## config.mk

```make
export PLATFORM = sky130hd
export DESIGN_NAME = j11bus_ctl
export DESIGN_NICKNAME = d
export VERILOG_FILES = /design/src/rtl/j11_pkg.sv /design/src/rtl/j11_irqpri.sv /design/src/rtl/j11bus_ctl.sv
export SDC_FILE = /design/constraint.sdc
export NUM_CORES = 1
export LEC_CHECK = 0
export ABC_AREA = 1
export BUFFER_PORTS_ARGS = -buffer_cell sky130_fd_sc_hd__buf_2
export CAP_MARGIN = 20
export CORE_MARGIN = 8
export CORE_UTILIZATION = 31
export CTS_BUF_LIST = sky130_fd_sc_hd__clkbuf_4 sky130_fd_sc_hd__clkbuf_8
export DETAILED_ROUTE_END_ITERATION = 8
export PLACE_DENSITY = 0.71
export SLEW_MARGIN = 25
export SYNTH_ARGS = -nofsm -noshare
export SYNTH_HDL_FRONTEND = slang
export SYNTH_SLANG_ARGS = --single-unit
```

## constraint.sdc

```tcl
create_clock -name clk -period 1.88 [get_ports clk]
set_clock_uncertainty 0.05 [all_clocks]
set_input_delay 0.564 -clock clk [delete_from_list [all_inputs] [get_ports clk]]
set_output_delay 0.564 -clock clk [all_outputs]
set_load 0.03 [all_outputs]
```

## src/rtl/j11_pkg.sv

```systemverilog
// j11_pkg: shared state type, I/O-page base, GP cycle codes and powerup word for the J11 bus controller
package j11_pkg;
  typedef enum logic {ST_IDLE, ST_BUSY} state_e;
  localparam logic [21:0] IO_BASE    = 22'o17760000;
  localparam logic [7:0]  GP_PWRUP   = 8'o0;
  localparam logic [7:0]  GP_RST_SET = 8'o14;
  localparam logic [7:0]  GP_RST_CLR = 8'o214;
  localparam logic [7:0]  GP_ODT_SET = 8'o34;
  localparam logic [7:0]  GP_ODT_CLR = 8'o234;
  localparam logic [15:0] PWRUP_WORD = 16'o3;
endpackage

```

## src/rtl/j11_irqpri.sv

```systemverilog
// j11_irqpri: rising-edge pending latches per channel, registered BR lines and a per-level priority encoder for IACK
module j11_irqpri #(
  parameter int NIRQ = 4,
  parameter logic [NIRQ*2-1:0] IRQLVL = '0,
  parameter logic [NIRQ*9-1:0] IRQVEC = '0
) (
  input  logic            clk,
  input  logic            rstn,
  input  logic [NIRQ-1:0] irq,
  input  logic            iack,
  input  logic [3:0]      lvl_sel,
  output logic [8:0]      vec,
  output logic            hit,
  output logic [3:0]      j11irq
);
  logic [NIRQ-1:0] irq_q, pend_q, pend_d, cand, win;
  logic [3:0] j11irq_q, j11irq_d;
  assign j11irq = j11irq_q;
  always_comb begin
    cand = '0;
    vec = '0;
    j11irq_d = '0;
    for (int c = 0; c < NIRQ; c++) begin
      cand[c] = pend_q[c] & lvl_sel[IRQLVL[2*c +: 2]];
      j11irq_d[IRQLVL[2*c +: 2]] = j11irq_d[IRQLVL[2*c +: 2]] | pend_q[c];
    end
    win = cand & (~cand + NIRQ'(1));
    for (int c = 0; c < NIRQ; c++) vec = vec | (win[c] ? IRQVEC[9*c +: 9] : 9'd0);
    hit = |cand;
    // set after clear so an edge coinciding with its own IACK stays pending
    pend_d = (pend_q & ~(iack ? win : '0)) | (irq & ~irq_q);
  end
  always_ff @(posedge clk or negedge rstn) begin
    if (!rstn) begin
      irq_q <= '0;
      pend_q <= '0;
      j11irq_q <= '0;
    end else begin
      irq_q <= irq;
      pend_q <= pend_d;
      j11irq_q <= j11irq_d;
    end
  end
endmodule

```

## src/rtl/j11bus_ctl.sv

```systemverilog
// j11bus_ctl: J11 bus cycle controller decoding GP, IACK, memory and I/O-page device cycles with ack timeout
module j11bus_ctl import j11_pkg::*; #(
  parameter int NIRQ = 4,
  parameter int NDEV = 2,
  parameter logic [NDEV*13-1:0] DEVBASE = {13'o17560, 13'o17550},
  parameter logic [NIRQ*2-1:0] IRQLVL = '0,
  parameter logic [NIRQ*9-1:0] IRQVEC = {9'o64, 9'o60, 9'o64, 9'o60},
  parameter int TIMEOUT = 64
) (
  input  logic              clk,
  input  logic              rstn,
  input  logic              busreq,
  input  logic              buswr,
  input  logic              busgp,
  input  logic              busirq,
  input  logic [21:0]       busaddr,
  input  logic [15:0]       buswdata,
  output logic              busack,
  output logic              buserr,
  output logic [15:0]       busrdata,
  output logic              busrst,
  output logic              odt,
  output logic              memreq,
  input  logic              memack,
  input  logic [15:0]       memrdata,
  output logic [21:0]       memaddr,
  output logic [15:0]       memwdata,
  output logic              memwr,
  output logic [NDEV-1:0]   devreq,
  input  logic [NDEV-1:0]   devack,
  input  logic [16*NDEV-1:0] devrdata,
  output logic [3:0]        devaddr,
  output logic              devwr,
  output logic [15:0]       devwdata,
  input  logic [NIRQ-1:0]   irq,
  output logic [3:0]        j11irq
);
  localparam int CW = $clog2(TIMEOUT + 1);
  localparam logic [CW-1:0] CNT_LAST = CW'(TIMEOUT - 1);
  state_e state_q, state_d;
  logic [CW-1:0] cnt_q, cnt_d;
  logic busack_q, busack_d, buserr_q, buserr_d, memreq_q, memreq_d;
  logic mem_sel_q, mem_sel_d, busrst_q, busrst_d, odt_q, odt_d;
  logic [NDEV-1:0] devreq_q, devreq_d, dev_sel_q, dev_sel_d, dev_hit, dev_first;
  logic [15:0] busrdata_q, busrdata_d, dev_data;
  logic is_mem, start, iack, tgt_ack, vec_hit;
  logic [8:0] vec;
  logic [7:0] gp_code;
  assign memaddr = busaddr;
  assign memwdata = buswdata;
  assign memwr = buswr;
  assign devaddr = busaddr[4:1];
  assign devwr = buswr;
  assign devwdata = buswdata;
  assign busack = busack_q;
  assign buserr = buserr_q;
  assign busrdata = busrdata_q;
  assign busrst = busrst_q;
  assign odt = odt_q;
  assign memreq = memreq_q;
  assign devreq = devreq_q;
  assign is_mem = busaddr < IO_BASE;
  assign start = state_q == ST_IDLE && busreq;
  assign iack = start && !busgp && busirq;
  assign gp_code = busaddr[7:0];
  assign tgt_ack = mem_sel_q ? memack : |(devack & dev_sel_q);
  j11_irqpri #(.NIRQ(NIRQ), .IRQLVL(IRQLVL), .IRQVEC(IRQVEC)) u_irqpri (
    .clk(clk), .rstn(rstn), .irq(irq), .iack(iack), .lvl_sel(busaddr[3:0]),
    .vec(vec), .hit(vec_hit), .j11irq(j11irq)
  );
  always_comb begin
    dev_hit = '0;
    dev_data = '0;
    for (int d = 0; d < NDEV; d++) begin
      dev_hit[d] = !is_mem && busaddr[12:5] == DEVBASE[13*d+5 +: 8];
      dev_data = dev_data | (dev_sel_q[d] ? devrdata[16*d +: 16] : 16'd0);
    end
    dev_first = dev_hit & (~dev_hit + NDEV'(1));
  end
  always_comb begin
    state_d = state_q;
    cnt_d = cnt_q;
    busack_d = 1'b0;
    buserr_d = 1'b0;
    memreq_d = 1'b0;
    devreq_d = '0;
    mem_sel_d = mem_sel_q;
    dev_sel_d = dev_sel_q;
    busrdata_d = busrdata_q;
    busrst_d = busrst_q;
    odt_d = odt_q;
    if (start) begin
      if (busgp) begin
        busack_d = 1'b1;
        busrdata_d = (!buswr && gp_code == GP_PWRUP) ? PWRUP_WORD : 16'd0;
        busrst_d = !buswr ? busrst_q : gp_code == GP_RST_SET ? 1'b1 : gp_code == GP_RST_CLR ? 1'b0 : busrst_q;
        odt_d = !buswr ? odt_q : gp_code == GP_ODT_SET ? 1'b1 : gp_code == GP_ODT_CLR ? 1'b0 : odt_q;
      end else if (busirq) begin
        busack_d = 1'b1;
        busrdata_d = vec_hit ? {7'd0, vec} : 16'd0;
      end else if (is_mem || |dev_hit) begin
        memreq_d = is_mem;
        devreq_d = dev_first;
        mem_sel_d = is_mem;
        dev_sel_d = dev_first;
        cnt_d = '0;
        state_d = ST_BUSY;
      end else begin
        busack_d = 1'b1;
        buserr_d = 1'b1;
        busrdata_d = 16'd0;
      end
    end else if (state_q == ST_BUSY) begin
      if (tgt_ack || cnt_q == CNT_LAST) begin
        busack_d = 1'b1;
        buserr_d = !tgt_ack;
        busrdata_d = !tgt_ack ? 16'd0 : mem_sel_q ? memrdata : dev_data;
        state_d = ST_IDLE;
      end else cnt_d = cnt_q + CW'(1);
    end
  end
  always_ff @(posedge clk or negedge rstn) begin
    if (!rstn) begin
      state_q <= ST_IDLE;
      cnt_q <= '0;
      busack_q <= 1'b0;
      buserr_q <= 1'b0;
      memreq_q <= 1'b0;
      devreq_q <= '0;
      mem_sel_q <= 1'b0;
      dev_sel_q <= '0;
      busrdata_q <= '0;
      busrst_q <= 1'b1;
      odt_q <= 1'b0;
    end else begin
      state_q <= state_d;
      cnt_q <= cnt_d;
      busack_q <= busack_d;
      buserr_q <= buserr_d;
      memreq_q <= memreq_d;
      devreq_q <= devreq_d;
      mem_sel_q <= mem_sel_d;
      dev_sel_q <= dev_sel_d;
      busrdata_q <= busrdata_d;
      busrst_q <= busrst_d;
      odt_q <= odt_d;
    end
  end
endmodule

```

==> results of run 1 <==
==> state kept, by name, indices dropped and copies added (netlist names) <==
name	cells
busrdata	16
mem_sel_q	1
state_q	1
u_irqpri.pend_q	4
cnt_q	7
buserr	1
u_irqpri.irq_q	4
busrst	1
u_irqpri.j11irq	1
memreq	1
dev_sel_q	1
busack	1
devreq	1
odt	1
==> metal layers <==
metal | global-route usage (%) | routed length [um] | share of wire (%)
met1 | 14.2 | 2830 | 38
met2 | 20.8 | 3570 | 48
met3 | 4.51 | 852 | 12
met4 | 4.34 | 131 | 1.8
met5 | 0 | 0 | 0
==> power by group through the flow <==
stage | clock [mW] | combinational [mW] | sequential, mW
after floorplan | 0 | 0.745 | 1.22
after global placement | 0 | 0.953 | 1.13
after detailed placement | 0 | 0.972 | 1.13
after CTS | 0.768 | 0.975 | 1.12
after global routing | 0.804 | 1.07 | 1.14
final | 0.751 | 0.966 | 1.12
==> layout by cell type (no fill, tap or decap) <==
cell	count
a21oi_1	4
o31ai_1	1
a22oi_1	11
o22ai_1	3
buf_4	8
and3_1	1
inv_2	2
nor3_2	1
nand4_1	17
inv_1	24
nand2_1	94
nand3_4	2
o21ai_1	2
o21ai_0	6
nand3_2	2
conb_1	4
dfstp_2	1
buf_2	116
clkbuf_8	6
nor2_8	1
ha_1	1
and2_1	2
nor2_1	33
xor2_1	1
bufinv_16	1
or2_2	1
nand2_4	1
nor4_1	1
clkbuf_4	1
dfrtp_2	1
nand2_2	5
nand3_1	18
dfrtp_1	39
nor3_1	2
==> final cells by class <==
class                   instances  area [um2]  area share [%]
clock inverters                 1        30.0           0.978
well taps                     108         135            4.40
inverters                      26        97.6            3.18
multi-input cells             214        1050            34.1
clock buffers                   7        90.1            2.94
flip-flops and latches         41        1030            33.5
repair buffers                124         641            20.9
==> final timing paths <==
check,from,endpoint,slack [ns]
hold reg to reg,u_irqpri.irq_q[2],u_irqpri.pend_q[2],0.38
setup reg to reg,cnt_q[0],busrdata[9],0.24
min in group clk,irq[2],u_irqpri.irq_q[2],0.33
max in group asynchronous,rstn,cnt_q[3],1.04
hold / removal,rstn,busrdata[9],0.17
setup / recovery,cnt_q[0],busrdata[9],0.24
==> cells in the mapped netlist <==
master     n  area (um2)
nand2_1   95         357
buf_4     65         488
dfrtp_1   40        1000
nor2_1    33         124
inv_1     24        90.1
nand3_1   19        95.1
nand4_1   17         106
a22oi_1   11        82.6
o21ai_0    6        30.0
buf_2      5        25.0
a21oi_1    4        20.0
nand2_2    4        25.0
o22ai_1    3        18.8
and2_1     2        12.5
buf_6      2        22.5
clkbuf_1   2        7.51
inv_2      2        7.51
nand3_4    2        35.0
nor3_1     2        10.0
o21ai_1    2        10.0
and3_1     1        6.26
buf_1      1        3.75
conb_1     1        3.75
dfstp_2    1        26.3
ha_1       1        12.5
nand2_4    1        11.3
nand3_2    1        10.0
nor2_8     1        20.0
nor3_2     1        10.0
nor4_1     1        6.26
o31ai_1    1        7.51
or2_2      1        6.26
xor2_1     1        8.76
==> critical path: stages (launching register included) <==
cell and delay (ns):
dfrtp_1 0.40, ha_1 0.19, nand2_1 0.06, inv_1 0.14, nand3_2 0.16, nand3_4 0.13
nand3_4 0.20, nand2_1 0.13, nand2_1 0.06
==> cells by family (layout without fill, tap and decap cells) <==
logic type,after synthesis,in the layout,synth area share [%]
AND/OR/NAND/NOR,181,181,30.9
flip-flops,41,41,38.0
other,1,4,0.139
buffers and inverters,101,158,23.9
XOR/XNOR,1,1,0.324
AO/OA/AOI/OAI,27,27,6.26
adder cells (fa/ha/maj),1,1,0.463
==> per-stage QoR <==
stage | setup slack, ns | power (mW) | util [%]
floorplan | 0.348 | 1.96 | -
global placement | 0.132 | 2.08 | 34.2
detailed placement | 0.0756 | 2.10 | 34.2
CTS | 0.111 | 2.86 | 35.6
global route | 0.0293 | 3.02 | 35.7
finish | 0.243 | 2.84 | 35.7
==> results.md, run 1 <==
* Ys Warns at 0
* Synthesized flop and latch total at 41
* Hold WS at 0.170 ns
* Number of diodes at 0
* Share of cells above drive strength 1 at a little over a third
* Clock transition at path regs at about 0.08 ns
* Full die area at between 10000 and 15000 um2
* Sw frac at between 30% and 40%
* Initial antenna violation count at 0
* Comb power frac at 34.0%
* Cell Pwr Density at just over 900 nW/um2
* WL final at 7380 um
* Die width at about 110 um
* Core area at between 8000 and 9000 um2
* Crit path kind: register to register
* Initial Util at 31.4%
* Area Overhead vs Synth at 13.7%
* Final Max Slew Viols at 0
* Die Y at 109 um
* CTS buffer count at 5
* Number of port buffers at 116
* Cells after DPL at ~510
* Crit start category: register
* Psw at between 1 and 1.5 mW
* Hpwl dp at 5920 um
* RSZ-0062 raised after global routing: no
* Total clock sinks at 41
* CTS resizes at 0
* Detailed-route via count at between 2000 and 2500
* Setup repair bufs after CTS at 0
* P_int at 1.76 mW
* Max VDD drop at ~0.00027 V
* FP Rows at 34
* # setup viols final at 0
* CP Data Arrival Time at ~1.8 ns
* GRT Resource Usage Total at between 10 and 15%
* Clock tree buffer depth at 2
* Seq pwr share at approximately 40%
* Post-route insts no fill at 521
* Maximum achievable frequency at between 0.6 and 0.7 GHz
* RePlAce Congestion at slightly above 0.8
* Clock Power Share at 26.5%
* Vias in the first global route at roughly 2400
* H-tree depth at 2
* Part of the cycle the worst path needs at between 80% and 90%
* Vias per cell at between 4 and 5
* TritonCTS clock tree: done
* LEAKAGE at 1.74 nW
* Placed Area at between 2000 and 3000 um2
* Sequential fraction of the synthesis area at 38.0%
* Skew-Pair Late Insertion Delay at 0.29 ns
* Setup TNS Final at 0 ns
* Mapped Cells at about 350
* Critical Path Sink Type: register
* Worst Hold Class: input port to asynchronous set/reset pin
* Synth unique cells at 33
* Final instance area at between 3000 and 4000 um2
* Mapped Avg Cell Area at approximately 7.6 um2
* Post-DRT Antenna Nets at 0
* Syn Std Cell Area at around 2700 um2
* Largest net degree at the start of global routing at 23
* First-pass GRT wire length at around 12000 um
* Fillers at around 920
* Worst Reg2Reg Path Length in Cells at 8
* Max-Cap Viols at 0
* CTS root buf: clkbuf_8
* Worst-path maximum fanout at 17
* WP data required at about 2 ns
* # hold bufs at CTS at 0
* Nets@finish at 512
* Pre-Repair DR Iteration Count at 5
* Status: finished, final reports clean
* Boundary pin count at roughly 190
* DRC at 0
* Wire length per cell at 14.2 um
* Final Hold Fails at 0
* Aggregate global routing overflow at 0
* DRT iter0 DRCs at 140
* Final Critical Period at 1.64 ns
(Power assumes the default switching activity.)
==> run 2, diff against run 1 <==
ABC_AREA = default   (was 1)
PLACE_DENSITY = 0.72   (was 0.71)
==> results.md, run 2 <==
* Yosys top cell area share at 39.8% (+2.7 points)
* CP Data Arrival Time at 2.16 ns (+0.39 ns)
* Core area at 8050 um2 (-6.3%)
* Final Max Slew Viols at 0 (unchanged)
* Final worst setup slack at -0.147 ns (-0.390 ns)
* Worst-path maximum fanout at 17 (unchanged)
* Vias per cell at 4.48 (-1.8%)
* Commonest non-fill, non-tap cells in the layout: buf_2 (116), buf_4 (44), dfrtp_1 (40), nand2_1 (18), nor2_1 (17)
* Status: finished with violations
* Syn Std Cell Area at 2510 um2 (-6.9%)
* Crit path kind: register to register
* WP data required at 2.01 ns (about the same)
* Comb power frac at 41.3% (+7.3 points)
* Vias in the first global route at 2224 (-7.1%)
* Clock Power Share at 24.1% (-2.4 points)
* Area of the multi-input gates at 1020 um2 (-3.0%)
* GRT Resource Usage Total at 11.9% (-0.52 points)
* LEAKAGE at 1.70 nW (-2.4%)
* Number of flip-flops under the largest register name at 16 (unchanged)
* Synth cell count leaders: buf_4 (64), dfrtp_1 (40), nand2_1 (18)
* Skew-Pair Late Insertion Delay at 0.29 ns (about the same)
* Sw frac at 34.0% (-4.1 points)
* Pre-Repair DR Iteration Count at 5 (unchanged)
* Synth unique cells at 45 (+36%)
* Main synth FF type: dfrtp_1
* Total clock sinks at 41 (unchanged)
* DP Worst Slack at -0.375 ns (-0.451 ns)
* P_int at 2.03 mW (+16%)
* Largest net degree at the start of global routing at 26 (+13%)
* Setup TNS Final at -2.43 ns (-2.43 ns)
* Fillers at 838 (-8.6%)
* Part of the cycle the worst path needs at 108% (+21 points)
* Cells after DPL at 446 (-13%)
* Hold WS at 0.149 ns (-0.0204 ns)
* Psw at 1.05 mW (-2.9%)
* Initial antenna violation count at 1 (+1)
* Die width at 106 um (-3.0%)
* Maximum achievable frequency at 0.493 GHz (-19%)
* H-tree depth at 2 (unchanged)
* Sequential fraction of the synthesis area at 40.8% (+2.8 points)
* Wire length per cell at 14.7 um (+4.0%)
* Crit start category: register
* Cell Pwr Density at 941 nW/um2 (+1.8%)
* Top cell type by total area after synthesis: dfrtp_1
* Post-route insts no fill at 461 (-12%)
* Commonest non-fill, non-tap cell in the layout: buf_2
* Most common cell in the netlist: buf_4
* DRT iter0 DRCs at 77 (-45%)
* DRC at 0 (unchanged)
* Synth area leaders: dfrtp_1 (40%), buf_4 (19%), mux2_4 (5.4%)
* Post-DRT Antenna Nets at 0 (unchanged)
* CTS root buf: clkbuf_8
* CTS buffer count at 5 (unchanged)
* Clock tree buffer depth at 2 (unchanged)
* # setup viols final at 22 (+22)
* Max-Cap Viols at 0 (unchanged)
* Final Core Density at 40.7% (+5.0 points)
* Hpwl dp at 5530 um (-6.6%)
* Area Overhead vs Synth at 30.3%
* First-pass GRT wire length at 11000 um (-6.7%)
* Synthesized flop and latch total at 41 (unchanged)
* TritonCTS clock tree: done
* Worst Hold Class: input port to asynchronous set/reset pin
* Final Critical Period at 2.03 ns (+0.390 ns)
* RSZ-0062 raised after global routing: yes
* WL final at 6790 um (-8.0%)
* EDFF count, synth at 0 (unchanged)
* Clock transition at path regs at 0.08 ns (about the same)
* Failing checks: negative setup slack
* Seq pwr share at 34.6% (-4.9 points)
* Sequential cell area at 1030 um2 (-0.12%)
* Aggregate global routing overflow at 0 (unchanged)
* Critical Path Sink Type: register
* Number of port buffers at 116 (unchanged)
* Nets@finish at 454 (-11%)
* Mapped Avg Cell Area at 9.94 um2 (+30%)
* Initial Util at 31.2% (-0.19 points)
* Ys Warns at 0 (unchanged)
* RePlAce Congestion at 0.810 (-1.9%)
* Detailed-route via count at 2066 (-13%)
* Final Hold Fails at 0 (unchanged)
* Fraction of registers with async set/reset at 100% (unchanged)
* FP Rows at 33 (-2.9%)
* Max VDD drop at 0.000503 V (+84%)
* Full die area at 11300 um2 (-5.9%)
* Die Y at 106 um (-3.0%)
* Mapped Cells at 253 (-28%)
* Boundary pin count at 186 (unchanged)
* Share of cells above drive strength 1 at 56.9% (+21 points)
run 2: stage by stage:
| step | total power, mW | cell area, um2 |
|---|---|---|
| global route | 3.27 | 3280 |
| floorplan | 1.95 | 2540 |
| detailed placement | 2.28 | 3050 |
| finish | 3.08 | 3280 |
| CTS | 3.11 | 3250 |
| global placement | 2.24 | 3050 |
run 2: cells by family (layout without fill, tap and decap cells):
kind of cell    after synthesis  in the layout  share of synthesized area (%)
buf+inv                      79            178                           22.0
simple gates                 67             67                           13.8
compound gates               46             46                           13.3
flops                        41             41                           40.8
mux                          18             18                           9.40
fa+ha+maj                     1              1                          0.497
other cells                   1              5                          0.149
run 2: area by class of cell:
type | instances | share of cell area, %
inverters | 8 | 0.916
well taps | 105 | 4.01
repair buffers | 162 | 29.0
clock inverters | 2 | 1.15
multi-input cells | 136 | 31.0
flip-flops and latches | 41 | 31.3
diodes | 1 | 0.0763
clock buffers | 6 | 2.52
run 2: power by group through the flow:
| stage | logic (mW) | registers [mW] | clock network [mW] |
|---|---|---|---|
| final | 1.27 | 1.07 | 0.742 |
| after global routing | 1.38 | 1.09 | 0.807 |
| after CTS | 1.27 | 1.07 | 0.775 |
| after detailed placement | 1.19 | 1.09 | 0 |
| after global placement | 1.17 | 1.08 | 0 |
| after floorplan | 0.731 | 1.22 | 0 |
run 2: per-layer routing:
metal	vias to the layer above	routed length, um	GRT usage, %
li1	1015	-	-
met1	969	2690	13.0
met2	69	3480	21.2
met3	13	506	3.87
met4	0	104	3.62
met5	-	0	0
run 2: critical path: stages, from the launching register on:
cell,delay [ns]
dfrtp_1,0.36
ha_2,0.18
nand2_1,0.05
or4b_4,0.53
nand2_4,0.09
o2bb2ai_4,0.12
buf_12,0.19
mux2_2,0.34
run 2: worst paths after layout:
| path | from | to | slack [ns] | cells past startpoint |
|---|---|---|---|---|
| max in group asynchronous | rstn | busrdata[15] | 1.15 | 2 |
| max reg2reg | cnt_q[0] | busrdata[9] | -0.15 | 7 |
| min | rstn | u_irqpri.irq_q[0] | 0.15 | 1 |
| max | cnt_q[0] | busrdata[9] | -0.15 | 7 |
| min in group clk | irq[1] | u_irqpri.irq_q[1] | 0.33 | 1 |
| min reg2reg | u_irqpri.irq_q[0] | u_irqpri.pend_q[0] | 0.37 | 1 |
run 2: what timing repair did:
item / in CTS / in global routing
endpoints found under the setup margin: 23 / 24
hold buffers: 0 / 0
pin swaps: 3 / 5
setup buffers: 6 / 0
cloned: 0 / 0
gates resized for setup: 6 / 6
==> run 3, diff against run 2 <==
GPL_TIMING_DRIVEN = 0   (was default)
==> results.md, run 3 (synthesis gave the netlist of run 2 again) <==
* Status: finished with violations
* Failing checks: negative setup slack
* Worst Hold Class: input port to asynchronous set/reset pin
* Vias per cell at 4.53 (+1.1%)
* Initial antenna violation count at 1 (unchanged)
* Part of the cycle the worst path needs at 110% (+1.8 points)
* Die Y at 106 um (unchanged)
* Crit path kind: register to register
* CP max stage delay at 0.55 ns (+0.02 ns)
* Largest net degree at the start of global routing at 42 (+62%)
* CTS buffer count at 5 (unchanged)
* Post-DRT Antenna Nets at 0 (unchanged)
* Core area at 8050 um2 (unchanged)
* Clock tree buffer depth at 2 (unchanged)
* RSZ-0062 raised after global routing: yes
* LEAKAGE at 1.99 nW (+17%)
* Maximum achievable frequency at 0.485 GHz (-1.6%)
* Full die area at 11300 um2 (unchanged)
* Cell Pwr Density at 856 nW/um2 (-9.0%)
* Final Critical Period at 2.06 ns (+0.0337 ns)
* Top Layer Used: met4
* Final Max Slew Viols at 0 (unchanged)
* Number of port buffers at 148 (+28%)
* First-pass GRT wire length at 11600 um (+5.2%)
* Final worst setup slack at -0.181 ns (-0.0337 ns)
* Commonest non-fill, non-tap cells in the layout: buf_2 (148), buf_4 (73), dfrtp_1 (40)
* Boundary pin count at 186 (unchanged)
* DRC at 0 (unchanged)
* Max VDD drop at 0.000422 V (-16%)
* Hpwl dp at 6070 um (+9.8%)
* Nets@finish at 522 (+15%)
* Wire length per cell at 14.4 um (-2.2%)
* Detailed-route via count at 2392 (+16%)
* WP data required at 2.00 ns (about the same)
* Crit path max-delay family: simple AND/OR/NAND/NOR gates
* Total Power at 3.19 mW (+3.3%)
* M1 WL at 2930 um (+9.0%)
* Worst setup startpoint: cnt_q[0]
* Initial Util at 31.2% (unchanged)
* Reg2reg start: cnt_q[0]
* CP Data Arrival Time at 2.18 ns (+0.02 ns)
* FP Rows at 33 (unchanged)
* H-tree depth at 2 (unchanged)
* Crit start category: register
* Area Overhead vs Synth at 48.0%
* Aggregate global routing overflow at 0 (unchanged)
* Clock transition at path regs at 0.08 ns (about the same)
* Pre-Repair DR Iteration Count at 4 (-1)
* CTS root buf: clkbuf_8
* Fillers at 785 (-6.3%)
* Worst-path maximum fanout at 7 (-10)
* Max-Cap Viols at 0 (unchanged)
* TritonCTS clock tree: done
* DRT iter0 DRCs at 72 (-6.5%)
* Cells along the critical path: ha_4 > nand2_1 > or4b_4 > nand2_4 > o2bb2ai_4 > buf_6 > mux2_4
* # setup viols final at 21 (-4.5%)
* Share of cells above drive strength 1 at 63.7% (+6.8 points)
* Met3 wire length at 761 um (+50%)
* CP Depth at 7 (unchanged)
* Worst Reg2Reg Path Length in Cells at 7 (unchanged)
* CP bufs+invs at 1 (unchanged)
* RePlAce Congestion at 0.827 (+2.0%)
* Slew @ Worst Pin at between 0.5 and 0.6 ns
* GRT Resource Usage Total at 12.5% (+0.61 points)
* Total clock sinks at 41 (unchanged)
* Number of flip-flops under the largest register name at 16 (unchanged)
* Die width at 106 um (unchanged)
* Hold WS at 0.108 ns (-0.0416 ns)
* Vias in the first global route at 2446 (+10%)
* Slew HR at ~64%
* Skew-Pair Late Insertion Delay at 0.29 ns (about the same)
* Critical Path Sink Type: register
* Routed wl met2 at 3800 um (+9.0%)
* Final Hold Fails at 0 (unchanged)
* WL final at 7600 um (+12%)
* Slowest CP cell: or4b_4
* Commonest non-fill, non-tap cell in the layout: buf_2
-- run 3: cell count changes in the layout (fill, tap and decap cells not counted), sizes merged --
| cell | previous run | this run |
|---|---|---|
| buf | 162 | 227 |
| clkbuf | 6 | 8 |
| clkinv | 0 | 1 |
| clkinvlp | 1 | 0 |
-- run 3: per-layer routing --
metal / track usage (%) / vias to the layer above
met4: 2.91 / 0
met1: 13.3 / 1116
met3: 5.32 / 10
met5: 0 / -
li1: - / 1153
met2: 22.3 / 113
-- run 3: area by class of cell --
cell class / count / area [um2] / area share (%)
clock inverters: 2 / 35.0 / 0.941
diodes: 1 / 2.50 / 0.0672
clock buffers: 5 / 68.8 / 1.85
multi-input cells: 136 / 1050 / 28.2
well taps: 105 / 131 / 3.53
repair buffers: 161 / 871 / 23.4
inverters: 8 / 30.0 / 0.807
plain buffers: 69 / 508 / 13.6
flip-flops and latches: 41 / 1030 / 27.6
-- run 3: repair_timing --
| action | 4_1_cts | 5_1_grt |
|---|---|---|
| setup buffers | 9 | 4 |
| pin swaps | 6 | 6 |
| gates cloned | 1 | 0 |
| setup endpoints to repair | 25 | 26 |
| hold buffers | 0 | 0 |
| gates resized for setup | 13 | 13 |
-- run 3: final timing paths --
| path | end | slack (ns) |
|---|---|---|
| max | busrdata[9] | -0.18 |
| min | u_irqpri.irq_q[0] | 0.11 |
| max reg2reg | busrdata[9] | -0.18 |
| min reg2reg | u_irqpri.pend_q[2] | 0.37 |
| max in group asynchronous | busrst | 1.15 |
| min in group clk | u_irqpri.irq_q[3] | 0.34 |
-- run 3: through the flow --
stage / cell area, um2 / utilization (%) / setup TNS [ns] / setup slack, ns / cells
2_1_floorplan: 2540 / - / -2.52 / -0.210 / 256
3_3_place_gp: 3410 / 42.4 / -8.95 / -0.451 / 509
3_5_place_dp: 3410 / 42.4 / -9.19 / -0.488 / 509
4_1_cts: 3690 / 45.9 / -4.16 / -0.249 / 526
5_1_grt: 3720 / 46.2 / -4.10 / -0.239 / 528
6_report: 3720 / 46.2 / -2.70 / -0.181 / 528
-- run 3: report_power, final --
part | switching, mW | internal, mW | total [mW]
Clock | 0.301 | 0.386 | 0.687
Sequential | 0.0907 | 1.00 | 1.09
Combinational | 0.771 | 0.635 | 1.41
Total | 1.16 | 2.02 | 3.19
-- run 3: worst register-to-register path, delay by kind of cell (launching register included) --
family	cells	cell delay (ns)
adder cells (fa/ha/maj)	1	0.15
AND/OR/NAND/NOR	3	0.71
multiplexers	1	0.30
flip-flops	1	0.40
buffers and inverters	1	0.18
AO/OA/AOI/OAI	1	0.15
